$ cat config.mk
export PLATFORM = sky130hd
export DESIGN_NAME = joystick_spi_responder
export DESIGN_NICKNAME = d
export VERILOG_FILES = /design/src/rtl/joystick_spi_responder.sv
export SDC_FILE = /design/constraint.sdc
export NUM_CORES = 1
export LEC_CHECK = 0
export CORE_MARGIN = 4
export CORE_UTILIZATION = 55
export DETAILED_ROUTE_END_ITERATION = 16
export PLACE_DENSITY_LB_ADDON = 0.2
export SLEW_MARGIN = 10
export SYNTH_ARGS = -nofsm -noshare
export SYNTH_HDL_FRONTEND = slang
export SYNTH_SLANG_ARGS = --single-unit
$ cat constraint.sdc
create_clock -name clk50M -period 2.42 [get_ports clk50M]
set_input_delay 0.726 -clock clk50M [delete_from_list [all_inputs] [get_ports clk50M]]
set_output_delay 0.726 -clock clk50M [all_outputs]
set_load 0.1 [all_outputs]
$ cat src/rtl/joystick_spi_responder.sv
// joystick_spi_responder: PmodJSTK-compatible SPI mode-0 slave that returns an
// X/Y/button snapshot per 40-bit frame and captures the master's LED command bits.
module joystick_spi_responder #(
  parameter int         FRAME_BITS = 40,
  parameter logic [5:0] CMD_PREFIX = 6'b100000
) (
  input  logic       clk50M,
  input  logic       reset_n,
  input  logic       sck,
  input  logic       cs,
  input  logic       mosi,
  output logic       miso,
  input  logic [9:0] x,
  input  logic [9:0] y,
  input  logic [1:0] btn,
  output logic       ld1,
  output logic       ld2,
  output logic       busy,
  output logic       frame_done,
  output logic       frame_err
);
  localparam logic [5:0] FB = 6'(FRAME_BITS);
  typedef enum logic {IDLE, ACTIVE} state_t;
  state_t      state;
  logic [2:0]  sck_q, cs_q;
  logic [1:0]  mosi_q;
  logic [1:0]  warm;
  logic        armed;
  logic [5:0]  bit_cnt;
  logic [39:0] tx_shift, rx_shift;
  logic        sck_rise, sck_fall, cs_rise, cs_fall;
  assign sck_rise = sck_q[1] & ~sck_q[2];
  assign sck_fall = ~sck_q[1] & sck_q[2];
  assign cs_rise  = cs_q[1] & ~cs_q[2];
  assign cs_fall  = ~cs_q[1] & cs_q[2];
  // A frame may only start once cs has been seen high through the synchronizer after reset,
  // so a frame already in progress when reset is released is ignored.
  always_ff @(posedge clk50M or negedge reset_n)
    if (!reset_n) begin
      sck_q      <= '0;
      cs_q       <= '1;
      mosi_q     <= '0;
      warm       <= '0;
      armed      <= 1'b0;
      state      <= IDLE;
      bit_cnt    <= '0;
      tx_shift   <= '0;
      rx_shift   <= '0;
      miso       <= 1'b0;
      ld1        <= 1'b0;
      ld2        <= 1'b0;
      busy       <= 1'b0;
      frame_done <= 1'b0;
      frame_err  <= 1'b0;
    end else begin
      sck_q      <= {sck_q[1:0], sck};
      cs_q       <= {cs_q[1:0], cs};
      mosi_q     <= {mosi_q[0], mosi};
      warm       <= {warm[0], 1'b1};
      armed      <= armed | (warm[1] & cs_q[1]);
      frame_done <= 1'b0;
      frame_err  <= 1'b0;
      if (state == IDLE) begin
        if (cs_fall && armed) begin
          state    <= ACTIVE;
          busy     <= 1'b1;
          tx_shift <= {x[7:0], 6'b0, x[9:8], y[7:0], 6'b0, y[9:8], 5'b0, btn, 1'b0};
          miso     <= x[7];
          bit_cnt  <= '0;
          rx_shift <= '0;
        end
      end else if (cs_rise) begin
        state <= IDLE;
        busy  <= 1'b0;
        miso  <= 1'b0;
        if (bit_cnt == FB && rx_shift[39:34] == CMD_PREFIX) begin
          ld1        <= rx_shift[32];
          ld2        <= rx_shift[33];
          frame_done <= 1'b1;
        end else
          frame_err <= 1'b1;
      end else if (sck_rise) begin
        rx_shift <= {rx_shift[38:0], mosi_q[1]};
        bit_cnt  <= (bit_cnt == 6'd63) ? bit_cnt : bit_cnt + 6'd1;
      end else if (sck_fall) begin
        tx_shift <= {tx_shift[38:0], 1'b0};
        miso     <= tx_shift[38];
      end
    end
endmodule

## Word level (Yosys, flattened, before mapping)

Cells that the tools add are included.

- Bitwise gates (word level): 10
- Reduce and logical (&&, ||, !) cells: 9
- Eq/ne operators: 11
- Muxes and demuxes: 31
- $add $sub $neg: 1

Operators by type and width:

| kind | count |
|---|---|
| 39-bit two-way mux | 5 |
| 40-bit two-way mux | 4 |
| 6-bit two-way mux | 5 |
| 6-bit == test, second input constant | 3 |
| 1-bit two-way mux | 17 |
| 3-bit AND reduction | 3 |
| 4-bit AND reduction | 2 |
| 6-bit by 1-bit adder with 6-bit output, second input constant | 1 |
| 2-bit by 1-bit != test with 1-bit output, second input constant | 3 |
| 2-bit != test, second input constant | 3 |
| 1-bit bitwise AND | 5 |
| 1-bit NOT | 4 |
| 3-bit by 1-bit != test with 1-bit output, second input constant | 1 |
| 3-bit by 2-bit != test with 1-bit output, second input constant | 1 |
| 1-bit logical AND | 2 |
| 2-bit AND reduction | 1 |
| 2-bit nonzero test | 1 |
| 1-bit bitwise OR | 1 |

- Output and inout bits: 6
- Register bits after elaboration: 103
- Logic and storage cells: 77

## Logic depth before layout (Yosys ltp)

Gate-level depths: netlist (run 1).

- Word-level depth: 6
- Depth in mapped cells: 7
- Depth with buffers taken out: 6

## Worst setup path before layout (run 1)

OpenSTA, ideal clock, no wires.

- Path type: register -> output
- Start: register busy
- End: output busy
- Arrival time: 0.898 ns
- Cell stages (with the launch flop): 1
- Buffers on the path: 0
- Required time: 1.694 ns
- Slack: 0.796 ns
- Path through: dfrtp_1

RTL lines:

| item | line | text |
|---|---|---|
| start, declared | 18 | `output logic busy,` |
| start signal, assigned | 52 | `busy <= 1'b0;` |
| start signal, assigned | 66 | `busy <= 1'b1;` |
| start signal, assigned | 74 | `busy <= 1'b0;` |

No word-level cell between the ends.

## Worst setup path in the final report (run 1)

- Start: register cs_q[2]
- End: register bit_cnt[0]

- Word-level cells in the longest chain between the ends: 4
- Elaborated cells between the ends (all ways): 7

Ends and longest elaborated chain:

| item | line | text |
|---|---|---|
| start, declared | 25 | `logic [2:0] sck_q, cs_q;` |
| start signal, assigned | 57 | `cs_q <= {cs_q[1:0], cs};` |
| 1-bit NOT or 1-bit bitwise AND (tied branches) | 34, 35 |  |
| 1-bit bitwise AND or 1-bit logical AND (tied branches) | 34, 64 |  |
| 2-bit != test (no source line) or 2-bit nonzero test (tied branches) | - |  |
| 4-bit AND reduction (no source line) (*) | - |  |
| end signal, assigned | 84 | `bit_cnt <= (bit_cnt == 6'd63) ? bit_cnt : bit_cnt + 6'd1;` |
| end, declared | 29 | `logic [5:0] bit_cnt;` |

Mark *: on every way between the ends. The rest lies on a longest branch, timed or not.
A chain may end at the register's enable or synchronous reset.

==> metrics.md, run 1 <==
| Metric | Value |
|---|---|
| Max incr delay on CP | between 0.6 and 0.7 ns |
| #FFs+latches synth | 102 |
| Layer with the highest usage | met2 |
| First-pass GRT wire length | ~13 mm |
| Status | complete, no violations |
| First-iteration detailed-routing DRC count | between 150 and 200 |
| Worst Path Class, Setup | register to register |
| Reg-to-reg slack, setup | 0.50 ns |
| Number of synthesized flops with an enable pin | 0 |
| GR Layer Usage met2 | between 20 and 30% |
| Hpwl dp | approximately 4.6 mm |
| Final Power | between 4 and 5 mW |
| Initial antenna violation count | 0 |
| Clk_lat worst skew | 0.36 ns |
| Crit path buf inv count | 0 |
| Total of max-cap violations | 0 |
| Hold_buf cts | 0 |
| Count of input and output buffers | 32 |
| Row Count | 31 |
| PwrDens | 828 mW/mm² |
| Vias | a little under 3000 |
| Reg2reg start | cs_q[2] |
| Final GP Congestion | around 0.76 |
| Initial core utilization | 57.7% |
| DRT Pass-1 Iters | 4 |
| Vias in the first global route | 2749 |
| Die outline height | 95.9 µm |
| RSZ-0062 raised after global routing | false |
| Mapped cell area | 0.00425 mm² |
| Worst-Margin Slew | 0.792 ns |
| Share of cells above drive strength 1 | around a tenth |
| Post-CTS Resized | 0 |
| NumNets Final | 476 |
| Fillers | 622 |
| Vias per cell | 5.30 |
| Met3 usage | 3.75% |
| Crit end category | register |
| Data required, critical path | 2.70 ns |
| Library cells used by synthesis | 43 |
| Post-synth ARST share | 100% |
| CP Data Arrival Time | 2.20 ns |
| Clock Sinks | just over 100 |
| CP max FO | 23 |
| Crit-path cells | nand2_1, or3_1, a21oi_4, mux2i_1 |
| N_diodes | 0 |
| WL final | approximately 7 mm |
| Worst Skew | 0.0102 ns |
| Final setup viols | 0 |
| Cells after synthesis | ~420 |
| Final worst path period share | 79.5% |
| Highest clock rate | 520 MHz |
| Peak VDD IR | 377 µV |
| Most frequent cells after synthesis | nand2_1 (144), dfrtp_1 (99), nand3_1 (43) |
| Die X | 95.9 µm |
| Pleak | between 2 and 2.5 nW |
| Cell with the most instances after synthesis | nand2_1 |
| Core Util, Final | roughly two thirds |
| Avg Cell Area, Syn | 10.0 µm² |
| Max clock buf depth | 2 |
| Root Driver | clkbuf_8 |
| Delay-heaviest family, CP | simple AND/OR/NAND/NOR gates |
| Seq/Total Area, Yosys | 60.1% |
| Residual DRC | 0 |
| Gr usage total | 17.7% |
| Routed wire per std cell | 13.1 µm |
| Fin crit period | roughly 1.9 ns |
| Post-CTS Setup Inserts | 0 |
| I/O pin count | 33 |
| DIE AREA | ~0.0092 mm² |
| Share of the synthesized area in the top cell type | 58.3% |
| Area contributors post-synth | dfrtp_1 (58%), nand2_1 (13%), mux2i_1 (5.2%), nand3_1 (5.1%), o21ai_0 (3.3%) |
| Area delta synth->final | 14.4% |
| Final Hold Viols | 0 |
| Slew Viols, Final | 0 |
| TritonCTS clock tree | yes |
| Largest net degree at the start of global routing | 76 |
| Worst Hold Class | input pin to async pin |
| Core area | 0.00737 mm² |
| Syn nets | between 400 and 500 |
| Top_reg_cell synth | dfrtp_1 |
| Critical path startpoint | cs_q[2] |
| Grt ovf | 0 |
| Post-route ant nets | 0 |
| Inserted Clock Buffers | 9 |
| Slew Limit Headroom | 47.2% |
| Clock-pin slew on the worst setup and hold paths | ~0.090 ns |
| Startpoint Class | register |
| Setup_tns | 0 ns |
| Critical path's slowest cell | or3_1 |
| H-tree depth | 3 |
| Met1 Track Usage GR | 23.6% |
| Yosys warnings | 0 |
| Post-synth top area cell | dfrtp_1 |
## through the flow
| stage | setup WS (ns) | std cells | cell area (µm²) | hold slack (ns) |
|---|---|---|---|---|
| 2_1_floorplan | 0.796 | 423 | 4250 | 0.331 |
| 3_3_place_gp | 0.561 | 535 | 4610 | 0.332 |
| 3_5_place_dp | 0.495 | 535 | 4610 | 0.336 |
| 4_1_cts | 0.492 | 551 | 4860 | 0.321 |
| 5_1_grt | 0.344 | 551 | 4860 | 0.340 |
| 6_report | 0.497 | 551 | 4860 | 0.315 |
## layer usage
layer | vias up | wire length (µm)
met5 | - | 0
li1 | 1450 | -
met1 | 1415 | 3300
met4 | 0 | 119
met2 | 46 | 3530
met3 | 12 | 255
## placed cells by master (no fill, tap or decap), types with 2 or more instances in the layout
cell	netlist	final
a21oi_1	2	2
o21a_1	2	2
o21ai_1	14	14
clkdlybuf4s50_1	0	25
ha_1	2	2
o21ai_0	28	28
nor2_1	2	2
buf_4	2	14
nand2_1	144	144
mux2_2	2	2
mux2i_1	22	22
inv_1	5	5
nor2b_1	3	3
clkbuf_8	0	10
bufinv_16	0	3
dfrtp_1	99	98
dfstp_2	3	3
buf_12	0	2
nand3_1	43	43
## layout make-up
| type | count | area (µm²) | area share, % |
|---|---|---|---|
| flip-flops and latches | 102 | 2560 | 52.6 |
| multi-input cells | 288 | 1520 | 31.2 |
| repair buffers | 41 | 395 | 8.13 |
| clock buffers | 11 | 141 | 2.91 |
| well taps | 99 | 124 | 2.55 |
| clock inverters | 5 | 106 | 2.19 |
| inverters | 5 | 18.8 | 0.386 |
## logic make-up after synthesis
| group | Yosys count | share of synthesized area [%] |
|---|---|---|
| AND/OR/NAND/NOR | 204 | 21.2 |
| multiplexers | 24 | 5.71 |
| other | 1 | 0.0882 |
| AO/OA/AOI/OAI | 57 | 7.98 |
| buffers and inverters | 33 | 4.33 |
| adder cells (fa/ha/maj) | 2 | 0.589 |
| flip-flops | 102 | 60.1 |
## worst paths after layout
check,endpoint,cells after the start
max,bit_cnt[0],4
min,tx_shift[34],1
max reg2reg,bit_cnt[0],4
min reg2reg,mosi_q[1],0
max in group asynchronous,cs_q[2],2
min in group clk50M,mosi_q[1],0
## power by group
part           internal (mW)  leakage [nW]  switching, mW
logic                  0.264         0.948          0.400
registers               1.94          1.34          0.147
clock network          0.717         0.120          0.561
## state kept, by name, indices dropped and copies added, names as in the netlist, 2 cells and up
name	flops
bit_cnt	6
cs_q	3
mosi_q	2
rx_shift	40
sck_q	3
tx_shift	38
warm	2
No activity file was read; power rests on OpenSTA's default activity.
==> run 2, diff against run 1 <==
--- a/config.mk
+++ b/config.mk
@@ -6,7 +6,7 @@
 export NUM_CORES = 1
 export LEC_CHECK = 0
 export CORE_MARGIN = 4
-export CORE_UTILIZATION = 55
+export CORE_UTILIZATION = 52
 export DETAILED_ROUTE_END_ITERATION = 16
 export PLACE_DENSITY_LB_ADDON = 0.2
 export SLEW_MARGIN = 10
==> constraint.sdc (replaced) <==
create_clock -name clk50M -period 1.68 [get_ports clk50M]
set_input_delay 0.504 -clock clk50M [delete_from_list [all_inputs] [get_ports clk50M]]
set_output_delay 0.504 -clock clk50M [all_outputs]
set_load 0.1 [all_outputs]
==> run 2 against run 1 <==
Net effect: via count grew 1.2%; utilization shrank 1.3 points; cell area grew 4.4%; register-to-register slack lost 0.41 ns; first-iteration DRC count shrank 3.5%; sequential power grew 45%; sequential cell count is the same; die area grew 5.3%; sequential share of layout area shrank 2.2 points; largest cell class unchanged; largest power group unchanged.
==> metrics.md, run 2 (synthesized netlist as in run 1, its figures left out) <==
| Metric | Value |
|---|---|
| Crit path buf inv count | 1 (+1) |
| Worst Hold Class | input pin to async pin |
| Largest regs | rx_shift: 40 flops, tx_shift: 38 flops, bit_cnt: 6 flops |
| I/O pin count | 33 (unchanged) |
| Inserted Clock Buffers | 9 (unchanged) |
| Initial core utilization | 54.2% (-3.5 points) |
| Commonest cells after routing, fill and taps aside | nand2_1 (144), dfrtp_1 (98), nand3_1 (42), o21ai_0 (28), clkdlybuf4s50_1 (25) |
| Critical path's slowest cell | dfrtp_1 |
| DRT Pass-1 Iters | 4 (unchanged) |
| Final setup viols | 0 (unchanged) |
| Slew Viols, Final | 0 (unchanged) |
| Final GP Congestion | 0.770 (+0.93%) |
| Largest net degree at the start of global routing | 44 (-42%) |
| Highest clock rate | 629 MHz (+21%) |
| Peak VDD IR | 670 µV (+78%) |
| Data required, critical path | 1.93 ns (-0.77 ns) |
| Residual DRC | 0 (unchanged) |
| Path depth of the worst reg2reg path | 6 (+2) |
| Area delta synth->final | 19.4% |
| Worst Path Class, Setup | register to register |
| Max reg flops | 40 (unchanged) |
| Core area | 0.00785 mm² (+6.5%) |
| Clock Sinks | 102 (unchanged) |
| Clock-pin slew on the worst setup and hold paths | 0.09 ns (about the same) |
| Delay-heaviest family, CP | simple AND/OR/NAND/NOR gates |
| Root Driver | clkbuf_8 |
| Setup_tns | 0 ns (unchanged) |
| Biggest register | rx_shift |
| Clk_lat worst skew | 0.36 ns (about the same) |
| PwrDens | 1120 mW/mm² (+35%) |
| Reg-to-reg slack, setup | 0.09 ns (-0.41 ns) |
| N_diodes | 0 (unchanged) |
| Vias in the first global route | 2725 (-0.87%) |
| NumNets Final | 484 (+1.7%) |
| Die outline height | 98.4 µm (+2.6%) |
| Final WS setup | 0.0896 ns (-0.407 ns) |
| Row Count | 32 (+3.2%) |
| Vias | 2959 (+1.2%) |
| Initial antenna violation count | 0 (unchanged) |
| Max incr delay on CP | 0.39 ns (-0.26 ns) |
| Hpwl dp | 4.89 mm (+5.9%) |
| Crit-path cells | inv_2, ha_1, and4bb_2, and3_1, nand3_2, mux2_2 |
| Gr usage total | 16.1% (-1.6 points) |
| Reg-to-Reg End | ld1 |
| Post-route ant nets | 0 (unchanged) |
| First-pass GRT wire length | 12.8 mm (+2.7%) |
| WL final | 7.50 mm (+4.1%) |
| Most common cell after layout, fill and taps aside | nand2_1 |
| DIE AREA | 0.00968 mm² (+5.3%) |
| Startpoint Class | register |
| Hold_buf cts | 0 (unchanged) |
| CP max FO | 3 (-87%) |
| CP Data Arrival Time | 1.84 ns (-0.36 ns) |
| Final worst path period share | 94.7% (+15 points) |
| Reg2reg start | bit_cnt[0] |
| Final Hold Viols | 0 (unchanged) |
| TritonCTS clock tree | yes |
| H-tree depth | 3 (unchanged) |
| Count of input and output buffers | 32 (unchanged) |
| Grt ovf | 0 (unchanged) |
| Pre-CTS WS | 0.0123 ns (-0.483 ns) |
| Die X | 98.4 µm (+2.6%) |
| Worst Skew | 0.0131 ns (+0.00289 ns) |
| Routed wire per std cell | 13.3 µm (+2.1%) |
| Vias per cell | 5.27 (-0.75%) |
| Status | complete, no violations |
| First-iteration detailed-routing DRC count | 166 (-3.5%) |
| Max clock buf depth | 2 (unchanged) |
| Share of cells above drive strength 1 | 12.2% (+2.4 points) |
| RSZ-0062 raised after global routing | false |
| Total of max-cap violations | 0 (unchanged) |
| Pleak | 2.49 nW (+3.5%) |
| Crit end category | register |
| Fin crit period | 1.59 ns (-0.333 ns) |
-- run 2: cell type report --
class | instances | area [µm²]
Fill cell | 632 | 2770
Sequential cell | 102 | 2560
Multi-Input combinational cell | 288 | 1540
Timing Repair Buffer | 49 | 632
Clock buffer | 10 | 128
Tap cell | 102 | 128
Clock inverter | 6 | 75.1
Inverter | 5 | 18.8
-- run 2: layer usage --
layer  wire [µm]  up-vias  share of wire [%]  track usage (%)
met2        3450       60                 46             24.8
li1            -     1463                  -                -
met5           0        -                  0                0
met1        3650     1431                 49             22.9
met4          75        0                1.0             4.73
met3         323        5                4.3             4.03
-- run 2: worst max-delay path by stage --
stage / start / end / slack (ns) / cells after the start
finish: bit_cnt[0] / ld1 / 0.09 / 6
global route: cs_q[1] / tx_shift[17] / 0.01 / 6
CTS: bit_cnt[0] / ld1 / 0.001 / 6
detailed placement: cs_q[2] / bit_cnt[1] / 0.01 / 4
global placement: bit_cnt[0] / ld2 / 0.05 / 6
floorplan: bit_cnt[0] / ld1 / 0.15 / 6
-- run 2: report_power, final --
part	switching [mW]	internal (mW)
combinational	0.602	0.479
sequential	0.228	2.79
clock	0.855	0.716
-- run 2: per-stage QoR --
| step | std cells | utilization [%] | instance area (µm²) | power (mW) | hold WS [ns] |
|---|---|---|---|---|---|
| after global routing | 562 | 64.7 | 5070 | 6.02 | 0.0445 |
| after CTS | 559 | 63.5 | 4980 | 5.69 | 0.0308 |
| after detailed placement | 543 | 60.9 | 4780 | 4.10 | 0.336 |
| final | 562 | 64.7 | 5070 | 5.67 | 0.0432 |
| after global placement | 543 | 60.9 | 4780 | 4.05 | 0.332 |
| after floorplan | 423 | - | 4250 | 3.72 | 0.208 |
-- run 2: what timing repair did --
action | CTS | global route
pin swaps | 1 | 0
setup endpoints to repair | 1 | 13
cloned | 0 | 2
setup buffers | 0 | 1
hold endpoints to repair | 0 | 0
gates resized for setup | 0 | 5
==> run 3, diff against run 2 <==
--- a/config.mk
+++ b/config.mk
@@ -6,7 +6,8 @@
 export NUM_CORES = 1
 export LEC_CHECK = 0
 export CORE_MARGIN = 4
-export CORE_UTILIZATION = 52
+export CORE_UTILIZATION = 54
+export CTS_BUF_LIST = sky130_fd_sc_hd__clkbuf_8
 export DETAILED_ROUTE_END_ITERATION = 16
 export PLACE_DENSITY_LB_ADDON = 0.2
 export SLEW_MARGIN = 10
==> run 3 against run 2 <==
Net effect: register-to-register slack is essentially flat; critical path depth is the same; sequential cell count did not move; maximum frequency down 0.71%.
==> metrics.md, run 3 (synthesized netlist as in run 1, its figures left out) <==
| Metric | Value |
|---|---|
| Vias | 2914 (-1.5%) |
| Setup_tns | 0 ns (unchanged) |
| Sw power | 1.60 mW (-4.9%) |
| Finished Layout Cells | 556 (-1.1%) |
| Inserted Clock Buffers | 9 (unchanged) |
| Comb pwr share | 17.3% (-1.8 points) |
| Worst Skew | 0.0116 ns (-0.00147 ns) |
| Final GP Congestion | 0.773 (+0.39%) |
| Post-CTS Setup Inserts | 0 (unchanged) |
| Pleak | 2.46 nW (-1.5%) |
| Die X | 96.7 µm (-1.7%) |
| Reg2reg start | bit_cnt[0] |
| First-pass GRT wire length | 12.7 mm (-0.86%) |
| Highest clock rate | 624 MHz (-0.71%) |
| Vias in the first global route | 2898 (+6.3%) |
| DIE AREA | 0.00935 mm² (-3.4%) |
| Clock-pin slew on the worst setup and hold paths | 0.09 ns (about the same) |
| Reg-to-reg slack, setup | 0.08 ns (about the same) |
| Area delta synth->final | 17.7% |
| Crit end category | register |
| Crit-path cells | inv_2, ha_1, and4bb_2, and3_1, nand3_2, mux2_2 |
| Root Driver | clkbuf_8 |
| Final setup viols | 0 (unchanged) |
| Final WS setup | 0.0782 ns (-0.0114 ns) |
| Max incr delay on CP | 0.40 ns (about the same) |
| Routed wire per std cell | 12.8 µm (-4.1%) |
| TritonCTS clock tree | yes |
| Largest regs | rx_shift: 40 flops, tx_shift: 38 flops, bit_cnt: 6 flops |
| Largest net degree at the start of global routing | 57 (+30%) |
| WL final | 7.12 mm (-5.1%) |
| Slew Viols, Final | 0 (unchanged) |
| Initial core utilization | 55.3% (+1.1 points) |
| Cell total after placement | 540 (-0.55%) |
| Post-CTS Resized | 0 (unchanged) |
| Critical path's slowest cell | dfrtp_1 |
| H-tree depth | 3 (unchanged) |
| Final Hold Viols | 0 (unchanged) |
| Gr usage total | 16.4% (+0.35 points) |
| CP Data Arrival Time | 1.85 ns (about the same) |
| CP max FO | 3 (unchanged) |
| Max reg flops | 40 (unchanged) |
| Total of max-cap violations | 0 (unchanged) |
| Biggest register | rx_shift |
| Max clock buf depth | 2 (unchanged) |
| Die outline height | 96.7 µm (-1.7%) |
| Fin crit period | 1.60 ns (+0.0114 ns) |
| Path depth of the worst reg2reg path | 6 (unchanged) |
| Sw frac | 27.3% (-2.4 points) |
| Row Count | 32 (unchanged) |
| Vias per cell | 5.24 (-0.46%) |
| Residual DRC | 0 (unchanged) |
| Final Power | 5.86 mW (+3.3%) |
| First-iteration detailed-routing DRC count | 183 (+10%) |
| Initial antenna violation count | 0 (unchanged) |
| Post-route ant nets | 0 (unchanged) |
| Hpwl dp | 4.67 mm (-4.4%) |
| DRT Pass-1 Iters | 4 (unchanged) |
| N_diodes | 0 (unchanged) |
| Pre-CTS WS | 0.0305 ns (+0.0182 ns) |
| Startpoint Class | register |
| Status | complete, no violations |
| Worst Hold Class | input pin to async pin |
| PwrDens | 1170 mW/mm² (+4.8%) |
| Data required, critical path | 1.93 ns (about the same) |
| Share of cells above drive strength 1 | 10.8% (-1.4 points) |
| Clk_lat worst skew | 0.36 ns (about the same) |
| Cell-internal power | 4.26 mW (+6.8%) |
| Clock Sinks | 102 (unchanged) |
| Core area | 0.00769 mm² (-2.0%) |
| Commonest cells after routing, fill and taps aside | nand2_1 (144), dfrtp_1 (98), nand3_1 (42), o21ai_0 (28), clkdlybuf4s50_1 (25) |
| RSZ-0062 raised after global routing | false |
| I/O pin count | 33 (unchanged) |
| NumNets Final | 478 (-1.2%) |
| Clock network power share | 31.3% (+3.6 points) |
| Worst Path Class, Setup | register to register |
| Hold_buf cts | 0 (unchanged) |
| Grt ovf | 0 (unchanged) |
| Reg-to-Reg End | ld1 |
| Final worst path period share | 95.3% (+0.68 points) |
| Core Util, Final | 65.1% (+0.42 points) |
| Peak VDD IR | 617 µV (-7.9%) |
| Critical path startpoint | bit_cnt[0] |
| Reg power frac | 51.4% (-1.8 points) |
| Count of input and output buffers | 32 (unchanged) |
| Most common cell after layout, fill and taps aside | nand2_1 |
| Critical Path Sink | ld1 |
-- run 3: worst max-delay path: cells and delay by family (launching register included) --
kind | cells | cell delay, ns
AND/OR/NAND/NOR | 3 | 0.52
flip-flops | 1 | 0.40
adder cells (fa/ha/maj) | 1 | 0.19
multiplexers | 1 | 0.33
buffers and inverters | 1 | 0.06
-- run 3: final cells by class --
cell class / instances / area, µm²
clock inverters: 6 / 110
well taps: 102 / 128
multi-input cells: 288 / 1530
clock buffers: 10 / 138
inverters: 5 / 18.8
fillers: 641 / 2680
repair buffers: 43 / 523
flip-flops and latches: 102 / 2560
-- run 3: worst min path at each step --
| stage | end | slack [ns] | depth (start not counted) |
|---|---|---|---|
| detailed placement | sck_q[1] | 0.34 | 0 |
| global placement | warm[1] | 0.33 | 0 |
| global route | rx_shift[29] | 0.13 | 2 |
| CTS | frame_done | 0.12 | 2 |
| finish | frame_done | 0.13 | 2 |
| floorplan | armed | 0.21 | 0 |
-- run 3: power groups by stage --
stage	Clock, mW	Combinational [mW]	Sequential (mW)
finish	1.83	1.01	3.01
global route	1.98	1.16	3.06
CTS	1.89	1.03	3.01
detailed placement	0	1.02	3.06
global placement	0	0.994	3.04
floorplan	0	0.621	3.10
-- run 3: metal layers --
metal,track usage (%),up-vias,share of wire (%)
met3,4.18,10,3.5
met5,0,-,0
met2,26.4,38,47
met4,7.34,0,1.6
li1,-,1459,-
met1,21.1,1407,48
-- run 3: metrics by stage --
step           hold WS [ns]  cell area (µm²)
4_1_cts               0.118             4990
5_1_grt               0.126             5000
3_5_place_dp          0.342             4750
3_3_place_gp          0.333             4750
6_report              0.127             5000
2_1_floorplan         0.208             4250
